--- src/rtl/lcd_pkg.sv ---
// lcd_pkg: shared types and constants for the character-LCD command driver.
//   lcd_state_e   - controller FSM states
//   INIT_LEN      - number of bytes in the power-on init sequence
//   *_BIT         - field positions inside the LSU LCD register word
//   init_byte()   - init ROM lookup
//   is_long_cmd() - selects the long execution wait (clear display)
//   umax()        - helper used to size the delay counter
package lcd_pkg;

    typedef enum logic [2:0] {
        ST_PWRUP,
        ST_INIT,
        ST_IDLE,
        ST_SETUP,
        ST_PULSE,
        ST_HOLD,
        ST_EXEC
    } lcd_state_e;

    localparam int unsigned INIT_LEN = 6;

    localparam int unsigned ON_BIT  = 31;
    localparam int unsigned TOG_BIT = 30;
    localparam int unsigned RS_BIT  = 8;

    // Function set 8-bit/2-line x3, display on, clear, entry mode increment.
    function automatic logic [7:0] init_byte(input logic [2:0] idx);
        logic [7:0] b;
        case (idx)
            3'd0, 3'd1, 3'd2: b = 8'h38;
            3'd3:             b = 8'h0C;
            3'd4:             b = 8'h01;
            3'd5:             b = 8'h06;
            default:          b = 8'h00;
        endcase
        return b;
    endfunction

    function automatic logic is_long_cmd(input logic rs, input logic [7:0] b);
        return !rs && (b[7:1] == 7'd0) && (b != 8'h00);
    endfunction

    function automatic int unsigned umax(input int unsigned a, input int unsigned b);
        return (a > b) ? a : b;
    endfunction

endpackage

--- src/rtl/lcd_delay_cnt.sv ---
// lcd_delay_cnt: loadable down-counter that saturates at zero.
//   i_clk, i_reset  - clock, async active-high reset (counter -> RST_VAL)
//   i_load          - load i_load_val this cycle
//   i_load_val      - value to load
//   o_value         - current count
//   o_zero          - count is zero
module lcd_delay_cnt #(
    parameter int unsigned     W       = 8,
    parameter logic [W-1:0]    RST_VAL = '0
) (
    input  logic         i_clk,
    input  logic         i_reset,
    input  logic         i_load,
    input  logic [W-1:0] i_load_val,
    output logic [W-1:0] o_value,
    output logic         o_zero
);

    logic [W-1:0] r_cnt;

    always_ff @(posedge i_clk or posedge i_reset) begin
        if (i_reset) begin
            r_cnt <= RST_VAL;
        end else if (i_load) begin
            r_cnt <= i_load_val;
        end else if (r_cnt != '0) begin
            r_cnt <= r_cnt - 1'b1;
        end
    end

    assign o_value = r_cnt;
    assign o_zero  = (r_cnt == '0);

endmodule

--- src/rtl/lcd_cmd_driver.sv ---
// lcd_cmd_driver: turns command/data bytes from the LSU LCD register into
// timed HD44780 write cycles (setup / EN pulse / hold) followed by an
// execution wait.
//   i_clk, i_reset - clock, async active-high reset
//   i_lcd_reg      - [31]=ON, [30]=issue toggle, [8]=RS, [7:0]=byte
//   o_lcd_data     - LCD data bus
//   o_lcd_rs       - register select (0 command, 1 data)
//   o_lcd_rw       - always 0 (write only)
//   o_lcd_en       - enable strobe
//   o_lcd_on       - registered i_lcd_reg[31]
//   o_busy         - transfer, wait or init in progress, or byte pending
//   o_overrun      - sticky: pending byte overwritten before issue
// Build option: define LCD_INIT_SEQ_EN to run the power-on init sequence
// in hardware after reset.
module lcd_cmd_driver
    import lcd_pkg::*;
#(
    parameter int unsigned SETUP_CYC     = 4,
    parameter int unsigned PULSE_CYC     = 12,
    parameter int unsigned HOLD_CYC      = 4,
    parameter int unsigned EXEC_CYC      = 2000,
    parameter int unsigned LONG_EXEC_CYC = 82000,
    parameter int unsigned POWERUP_CYC   = 750000
) (
    input  logic        i_clk,
    input  logic        i_reset,
    input  logic [31:0] i_lcd_reg,
    output logic [7:0]  o_lcd_data,
    output logic        o_lcd_rs,
    output logic        o_lcd_rw,
    output logic        o_lcd_en,
    output logic        o_lcd_on,
    output logic        o_busy,
    output logic        o_overrun
);

    localparam int unsigned MAX_CYC = umax(umax(umax(SETUP_CYC, PULSE_CYC), umax(HOLD_CYC, EXEC_CYC)),
                                           umax(LONG_EXEC_CYC, POWERUP_CYC));
    localparam int unsigned CW = $clog2(MAX_CYC + 1);

    // Counter is loaded with N-1 so a state lasts exactly N cycles.
    localparam logic [CW-1:0] L_SETUP = CW'(SETUP_CYC - 1);
    localparam logic [CW-1:0] L_PULSE = CW'(PULSE_CYC - 1);
    localparam logic [CW-1:0] L_HOLD  = CW'(HOLD_CYC - 1);
    localparam logic [CW-1:0] L_EXEC  = CW'(EXEC_CYC - 1);
    localparam logic [CW-1:0] L_LONG  = CW'(LONG_EXEC_CYC - 1);

`ifdef LCD_INIT_SEQ_EN
    localparam lcd_state_e    RST_STATE = ST_PWRUP;
    localparam logic [CW-1:0] RST_CNT   = CW'(POWERUP_CYC - 1);
`else
    localparam lcd_state_e    RST_STATE = ST_IDLE;
    localparam logic [CW-1:0] RST_CNT   = '0;
`endif

    lcd_state_e    r_state;
    lcd_state_e    w_next;
    logic          w_load;
    logic [CW-1:0] w_load_val;
    logic          w_pop;
    logic          w_zero;
    logic [CW-1:0] w_cnt_unused;
    logic          w_capture;
    logic          w_en;
    logic          w_busy;

    logic          r_tog_prev;
    logic          r_pend_v;
    logic          r_pend_rs;
    logic [7:0]    r_pend_b;
    logic [7:0]    r_data;
    logic          r_rs;
    logic          r_on;
    logic          r_overrun;
`ifdef LCD_INIT_SEQ_EN
    logic          w_init_issue;
    logic [2:0]    r_init_idx;
`endif

    logic          w_unused_bits;
    assign w_unused_bits = ^i_lcd_reg[29:9];

    lcd_delay_cnt #(
        .W       (CW),
        .RST_VAL (RST_CNT)
    ) u_delay (
        .i_clk      (i_clk),
        .i_reset    (i_reset),
        .i_load     (w_load),
        .i_load_val (w_load_val),
        .o_value    (w_cnt_unused),
        .o_zero     (w_zero)
    );

    // State register
    always_ff @(posedge i_clk or posedge i_reset) begin
        if (i_reset) begin
            r_state <= RST_STATE;
        end else begin
            r_state <= w_next;
        end
    end

    // Next-state logic
    always_comb begin
        w_next     = r_state;
        w_load     = 1'b0;
        w_load_val = '0;
        w_pop      = 1'b0;
`ifdef LCD_INIT_SEQ_EN
        w_init_issue = 1'b0;
`endif
        case (r_state)
            ST_IDLE: begin
                if (r_pend_v) begin
                    w_next     = ST_SETUP;
                    w_pop      = 1'b1;
                    w_load     = 1'b1;
                    w_load_val = L_SETUP;
                end
            end
            ST_SETUP: begin
                if (w_zero) begin
                    w_next     = ST_PULSE;
                    w_load     = 1'b1;
                    w_load_val = L_PULSE;
                end
            end
            ST_PULSE: begin
                if (w_zero) begin
                    w_next     = ST_HOLD;
                    w_load     = 1'b1;
                    w_load_val = L_HOLD;
                end
            end
            ST_HOLD: begin
                if (w_zero) begin
                    w_next     = ST_EXEC;
                    w_load     = 1'b1;
                    w_load_val = is_long_cmd(r_rs, r_data) ? L_LONG : L_EXEC;
                end
            end
            ST_EXEC: begin
                if (w_zero) begin
`ifdef LCD_INIT_SEQ_EN
                    w_next = (r_init_idx != 3'(INIT_LEN)) ? ST_INIT : ST_IDLE;
`else
                    w_next = ST_IDLE;
`endif
                end
            end
`ifdef LCD_INIT_SEQ_EN
            ST_PWRUP: begin
                if (w_zero) begin
                    w_next = ST_INIT;
                end
            end
            ST_INIT: begin
                w_init_issue = 1'b1;
                w_next       = ST_SETUP;
                w_load       = 1'b1;
                w_load_val   = L_SETUP;
            end
`endif
            default: begin
                w_next = ST_IDLE;
            end
        endcase
    end

    // Output decode
    always_comb begin
        w_en   = (r_state == ST_PULSE);
        w_busy = (r_state != ST_IDLE) || r_pend_v;
    end

    assign w_capture = (i_lcd_reg[TOG_BIT] != r_tog_prev);

    // Issue detect, pending slot and output data registers
    always_ff @(posedge i_clk or posedge i_reset) begin
        if (i_reset) begin
            r_tog_prev <= 1'b0;
            r_pend_v   <= 1'b0;
            r_pend_rs  <= 1'b0;
            r_pend_b   <= '0;
            r_data     <= '0;
            r_rs       <= 1'b0;
            r_on       <= 1'b0;
            r_overrun  <= 1'b0;
`ifdef LCD_INIT_SEQ_EN
            r_init_idx <= '0;
`endif
        end else begin
            r_tog_prev <= i_lcd_reg[TOG_BIT];
            r_on       <= i_lcd_reg[ON_BIT];
            // A capture in the same cycle as a pop refills the slot, so it
            // is not an overwrite.
            if (w_capture) begin
                r_pend_v  <= 1'b1;
                r_pend_rs <= i_lcd_reg[RS_BIT];
                r_pend_b  <= i_lcd_reg[7:0];
                if (r_pend_v && !w_pop) begin
                    r_overrun <= 1'b1;
                end
            end else if (w_pop) begin
                r_pend_v <= 1'b0;
            end
            if (w_pop) begin
                r_rs   <= r_pend_rs;
                r_data <= r_pend_b;
            end
`ifdef LCD_INIT_SEQ_EN
            if (w_init_issue) begin
                r_rs       <= 1'b0;
                r_data     <= init_byte(r_init_idx);
                r_init_idx <= r_init_idx + 3'd1;
            end
`endif
        end
    end

    assign o_lcd_data = r_data;
    assign o_lcd_rs   = r_rs;
    assign o_lcd_rw   = 1'b0;
    assign o_lcd_en   = w_en;
    assign o_lcd_on   = r_on;
    assign o_busy     = w_busy;
    assign o_overrun  = r_overrun;

endmodule
--- config.mk ---
export PLATFORM = sky130hd
export DESIGN_NAME = lcd_cmd_driver
export DESIGN_NICKNAME = d
export VERILOG_FILES = /design/src/rtl/lcd_pkg.sv /design/src/rtl/lcd_delay_cnt.sv /design/src/rtl/lcd_cmd_driver.sv
export SDC_FILE = /design/constraint.sdc
export NUM_CORES = 1
export LEC_CHECK = 0
export CAP_MARGIN = 20
export CORE_MARGIN = 5
export CORE_UTILIZATION = 51
export DETAILED_ROUTE_END_ITERATION = 12
export PLACE_DENSITY = 0.8
export SLEW_MARGIN = 40
export SYNTH_ARGS = -nofsm -noshare
export SYNTH_HDL_FRONTEND = slang
export SYNTH_SLANG_ARGS = --single-unit
--- constraint.sdc ---
create_clock -name i_clk -period 2.1 [get_ports i_clk]
set_input_delay 0.315 -clock i_clk [delete_from_list [all_inputs] [get_ports i_clk]]
set_output_delay 0.315 -clock i_clk [all_outputs]
set_load 0.02 [all_outputs]
# Word level (Yosys, flattened, before mapping)
# Cells that the tools add are included.
[classes]
addsub = 1
n_eq_ne = 12
n_mux = 20
reduce_logical = 15
[ops]
columns = ["op", "count"]
rows = [
  ["17-bit case mux with 4 select lines", 1],
  ["20-bit two-way mux", 2],
  ["17-bit two-way mux", 2],
  ["20-bit logical NOT", 1],
  ["20-bit nonzero test", 1],
  ["20-bit by 1-bit subtractor with 20-bit output (second input constant)", 1],
  ["3-bit two-way mux", 5],
  ["3-bit case mux with 5 select lines", 1],
  ["3-bit equality test (second input constant)", 3],
  ["2-bit by 1-bit != test with 1-bit output (second input constant)", 4],
  ["8-bit nonzero test", 1],
  ["7-bit logical NOT", 1],
  ["3-bit by 2-bit equality test with 1-bit output (second input constant)", 2],
  ["1-bit two-way mux", 5],
  ["5-bit AND reduction", 1],
  ["2-bit two-way mux", 2],
  ["4-bit two-way mux", 1],
  ["2-bit nonzero test", 2],
  ["1-bit logical AND", 3],
  ["3-bit by 2-bit != test with 1-bit output (second input constant)", 1],
  ["3-bit OR reduction", 1],
  ["1-bit logical NOT", 2],
  ["2-bit != test (second input constant)", 1],
  ["1-bit case mux with 2 select lines", 1],
  ["3 further kinds", 3],
]
[totals]
ff_bits = 45
out_inout_bits = 14
wordCells = 58

# Logic depth before layout (Yosys ltp)
[depth]
ltp_word = 7
ltp_mapped = 7

# By module
# From an unflattened synthesis, not the netlist that was laid out.
[hier_totals]
hier_cells = 243
area_unflattened_um2 = 2413.6
[by_module_without_submodules]
columns = ["mod", "instances", "cells_per_inst", "area_per_inst_um2", "seq_area_each_um2"]
rows = [
  ["lcd_delay_cnt", 1, 143, 1337.5, 500.5],
  ["lcd_cmd_driver", 1, 100, 1076.0, 626.9],
]

# Least setup slack after synthesis
# No wires, ideal clock.
[synth_path]
path_type = "reg-to-reg"
startpoint = "register u_delay.r_cnt[0] (netlist: u_delay.o_value[0])"
endpoint = "register u_delay.r_cnt[18] (netlist: u_delay.o_value[18])"
arrival_ns = 1.679
required_time_ns = 2.020
setup_slack_ns = 0.341
stages_incl_launch_ff = 7
period_less_slack_ns = 1.759
path_cell_list = "dfrtp_1 -> inv_1 -> ha_1 -> nor4b_4 -> nand2_2 -> or4b_1 -> a21oi_1"
[synth_via]
elab_chain_cells = 4
[synth_lines]
columns = ["element", "line_no", "rtl"]
rows = [
  ["from (decl)", "lcd_delay_cnt.sv:19", "logic [W-1:0] r_cnt;"],
  ["from (signal assigned)", "lcd_delay_cnt.sv:25", "r_cnt <= i_load_val;"],
  ["from (signal assigned)", "lcd_delay_cnt.sv:27", "r_cnt <= r_cnt - 1'b1;"],
  ["branches (longest 4 deep; another with 20-bit by 1-bit subtractor with 20-bit output)", "-", ""],
]
# Several ways; the timed one is not identified. The select of a mux whose other input is x is not followed.
# A chain may end at the register's enable or synchronous reset.

# Worst setup path after layout
[layout_path]
startpoint = "register u_delay.r_cnt[0] (netlist: u_delay.o_value[0])"
endpoint = "register u_delay.r_cnt[15] (netlist: u_delay.o_value[15])"
[layout_via]
elab_chain_cells = 4
[layout_lines]
columns = ["element"]
rows = [
  ["branches (longest 4 deep; another with 20-bit by 1-bit subtractor with 20-bit output)"],
]
# Several ways; the timed one is not identified. The select of a mux whose other input is x is not followed.

==> PnR_summary.wiki <==
{| class="wikitable"
! Metric !! Value
|-
| Total setup violations reported at the end of the flow || 0
|-
| Library cell occupying the most area in the post-synthesis netlist || sky130_fd_sc_hd__dfrtp_1
|-
| Sequential area share after synthesis || 0.499
|-
| Area Growth Syn to Fin || 21.5%
|-
| Die outline width || 76.5 um
|-
| Total GRT Usage || 0.174
|-
| Asr flop ratio synth || 1.00
|-
| Antenna viol nets, final || 0
|-
| Average size of a mapped cell || 11.2 sq um
|-
| Residual DRC count || 0
|-
| Final routed wirelength across all metal layers || 4790 um
|-
| Launching element type of the critical path || flop
|-
| Most used DFF post-synth || sky130_fd_sc_hd__dfrtp_1
|-
| Antenna violations before repair || 0
|-
| Synth top area share || 0.488
|-
| Final antenna diode count || 0
|-
| Clock input transition at the sequential cells of the worst setup and hold paths || 0.10 ns
|-
| Minimum hold slack || 0.285 ns
|-
| Clk root buf || sky130_fd_sc_hd__clkbuf_8
|-
| Top cells by instance count after synthesis || sky130_fd_sc_hd__dfrtp_1, sky130_fd_sc_hd__mux2_2, sky130_fd_sc_hd__nand2_1, sky130_fd_sc_hd__nand3_1, sky130_fd_sc_hd__o21ai_1
|-
| Pleak || 1.14 nW
|-
| Maximum vdd drop || 0.000769 V
|-
| Slew margin rel. || 0.634
|-
| TritonCTS clock tree || yes
|-
| Via count || 1682
|-
| Buffers & Inverters on Critical Path || 1
|-
| Max-slew violation total from the final report || 0
|-
| H-tree depth || 2
|-
| Final Skew || 0.0139 ns
|-
| Post-layout instance count excluding filler cells || 292
|-
| Starting utilization of the core area || 0.522
|-
| I/O pin total || 48
|-
| Cts bufs inserted || 5
|-
| Ordered list of cells on the worst path || inv_1, ha_1, nor2b_1, and4_2, or4_1, a21oi_1
|-
| Worst Max-Slew Pin Slew || 0.546 ns
|-
| Clock tree sinks || 45
|-
| Number of nets produced by synthesis || 238
|-
| Class of the tightest hold or removal check || primary input to asynchronous set/reset pin
|-
| Critical Setup Path Class || flop to flop
|-
| Endpoint arrival time on the critical path || 2.17 ns
|-
| Total negative slack || 0 ns
|-
| Hold violation total from the final report || 0
|-
| Port-buffer cells || 25
|-
| Critical path peak fanout || 14
|-
| Count of flip-flops with a built-in enable after synthesis || 0
|-
| Number of distinct library cells after synthesis || 54
|-
| Post-layout min period || 1.95 ns
|-
| Required time of the critical path || 2.33 ns
|-
| Crit. End Element || flop
|-
| Synth top area cells || sky130_fd_sc_hd__dfrtp_1, sky130_fd_sc_hd__mux2_2, sky130_fd_sc_hd__xor2_1
|-
| Library cell contributing the largest single delay on the critical path || sky130_fd_sc_hd__or4_1
|-
| Final net count || 275
|-
| Drt first pass iters || 4
|-
| Unrepaired setup endpoints after global routing || no
|-
| Fraction of final layout cells with drive strength greater than 1 || 0.213
|-
| Summed instance area of the synthesized netlist || 2260 sq um
|-
| Clock insertion delay at the later pin of the skew report || 0.30 ns
|-
| Status || finished clean
|-
| Post-synthesis register bit count || 45
|-
| Vertical die dimension || 76.5 um
|-
| Core area || 4320 sq um
|-
| Library cell with the highest instance count after synthesis || sky130_fd_sc_hd__dfrtp_1
|-
| Fill cell total of the finished layout || 373
|-
| Vias in the first global route || 1740
|-
| First-iteration detailed-routing DRC count || 79
|-
| MaxCap Viol Count || 0
|-
| Cell area power density || 1480 nW/um^2
|-
| RD Place Congestion || 0.876
|-
| Count of mapped cells out of synthesis || 202
|-
| Cell type group with the largest total delay on the critical path || simple AND/OR/NAND/NOR gates
|-
| Die Outline Area || 5860 sq um
|-
| Pin count of the biggest net entering global routing || 23
|-
| Total congestion overflow || 0
|-
| Routed length per placed instance || 16.4 um
|-
| Yosys Warn Count || 0
|-
| HPWL after detailed placement || 3500 um
|-
| CP max stage delay || 0.50 ns
|-
| CTS Buffer Depth || 2
|-
| Mean number of vias per cell || 5.76
|-
| Number of cells in the design after placement || 284
|-
| Top achievable clock speed || 0.514 GHz
|-
| Placement row count || 24
|-
| Final worst-path cycle share || 0.926
|-
| Wire length of the first global-routing pass || 8310 um
|}
-- worst register-to-register path, delay by kind of cell (launching register included) --
kind,cells,cell delay [ns]
simple gates,3,1.00
flops,1,0.41
fa+ha+maj,1,0.21
compound gates,1,0.16
buf+inv,1,0.09
-- cell type report --
type	count	area [sq um]	area share
Timing Repair Buffer	37	354	0.129
Tap cell	52	65.1	0.0237
Inverter	7	26.3	0.00958
Clock inverter	3	25.0	0.00912
Multi-Input combinational cell	143	1080	0.393
Sequential cell	45	1130	0.411
Clock buffer	5	68.8	0.0251
-- kinds of logic (layout without fill, tap and decap cells) --
family,after synthesis,after routing,share of synthesized area
flip-flops,45,45,0.499
other,1,1,0.00166
AO/OA/AOI/OAI,44,44,0.126
multiplexers,21,21,0.103
buffers and inverters,14,52,0.0255
XOR/XNOR,10,10,0.0388
AND/OR/NAND/NOR,65,65,0.194
adder cells (fa/ha/maj),2,2,0.0111
-- through the flow --
step	instance area (sq um)	util	setup WS, ns	total power, mW
after floorplan	2260	-	0.341	2.80
after global placement	2650	0.612	0.163	3.42
after detailed placement	2650	0.612	0.106	3.49
after CTS	2740	0.633	0.0768	4.08
after global routing	2740	0.635	0.0432	4.38
final	2740	0.635	0.155	4.07
-- power by group --
part           total [mW]  switching (mW)  internal [mW]
Clock               0.569           0.326          0.243
Sequential           1.52           0.357           1.16
Combinational        1.98            1.08          0.901
-- layer usage --
layer	wire length (um)	GRT usage	vias to the layer above
met3	264	0.0496	6
met5	0	0	-
met2	2320	0.277	40
met4	43	0.0542	0
met1	2170	0.229	815
li1	-	-	821
-- final timing paths --
kind | from | end | slack [ns] | cells past startpoint
hold reg to reg | o_overrun$_DFFE_PP0P_ | o_overrun$_DFFE_PP0P_ | 0.49 | 1
min in group i_clk | i_lcd_reg[31] | o_lcd_on$_DFF_PP0_ | 0.45 | 1
setup / recovery | u_delay.o_value[0]$_DFFE_PP0P_ | u_delay.o_value[15]$_DFFE_PP0P_ | 0.15 | 6
setup reg to reg | u_delay.o_value[0]$_DFFE_PP0P_ | u_delay.o_value[15]$_DFFE_PP0P_ | 0.15 | 6
max in group asynchronous | i_reset | r_state[1]$_DFFE_PP1P_ | 1.26 | 3
hold / removal | i_reset | o_lcd_data[6]$_DFFE_PP0P_ | 0.29 | 2
-- layout by cell type (no fill, tap or decap), types with 2 or more instances in the layout --
cell and count:
sky130_fd_sc_hd__xor2_1 9, sky130_fd_sc_hd__a21oi_1 7, sky130_fd_sc_hd__or3_1 2, sky130_fd_sc_hd__clkbuf_8 5, sky130_fd_sc_hd__nor3_4 2, sky130_fd_sc_hd__or4_1 2, sky130_fd_sc_hd__nor4_1 2, sky130_fd_sc_hd__o31ai_1 4
sky130_fd_sc_hd__nand4b_1 2, sky130_fd_sc_hd__nand4_1 4, sky130_fd_sc_hd__mux2i_1 3, sky130_fd_sc_hd__buf_4 11, sky130_fd_sc_hd__clkdlybuf4s50_1 23, sky130_fd_sc_hd__ha_1 2, sky130_fd_sc_hd__and2_1 2, sky130_fd_sc_hd__o211ai_1 5
sky130_fd_sc_hd__mux2_2 16, sky130_fd_sc_hd__nand3_1 10, sky130_fd_sc_hd__inv_1 6, sky130_fd_sc_hd__o21ai_1 10, sky130_fd_sc_hd__a21o_1 3, sky130_fd_sc_hd__a31oi_1 2, sky130_fd_sc_hd__nand2_1 10, sky130_fd_sc_hd__inv_6 2
sky130_fd_sc_hd__a211oi_1 2, sky130_fd_sc_hd__nor2_1 7, sky130_fd_sc_hd__nor3_1 3, sky130_fd_sc_hd__o21ai_0 4, sky130_fd_sc_hd__or4b_1 2, sky130_fd_sc_hd__dfrtp_1 44, sky130_fd_sc_hd__mux2_1 2, sky130_fd_sc_hd__nor2b_1 3
-- flip-flops by register name (all words and copies together), names as in the netlist --
register,flops
r_tog_prev,1
o_lcd_rs,1
r_pend_v,1
o_lcd_data,8
o_overrun,1
r_state,3
r_pend_b,8
o_lcd_on,1
u_delay.o_value,20
r_pend_rs,1
-- timing repair --
item	in CTS	in global routing
gates resized for setup	1	3
gates cloned	0	0
setup endpoints to repair	1	12
hold buffers	0	0
buffers inserted	0	0
pin swaps	0	0
(Power assumes the default switching activity.)
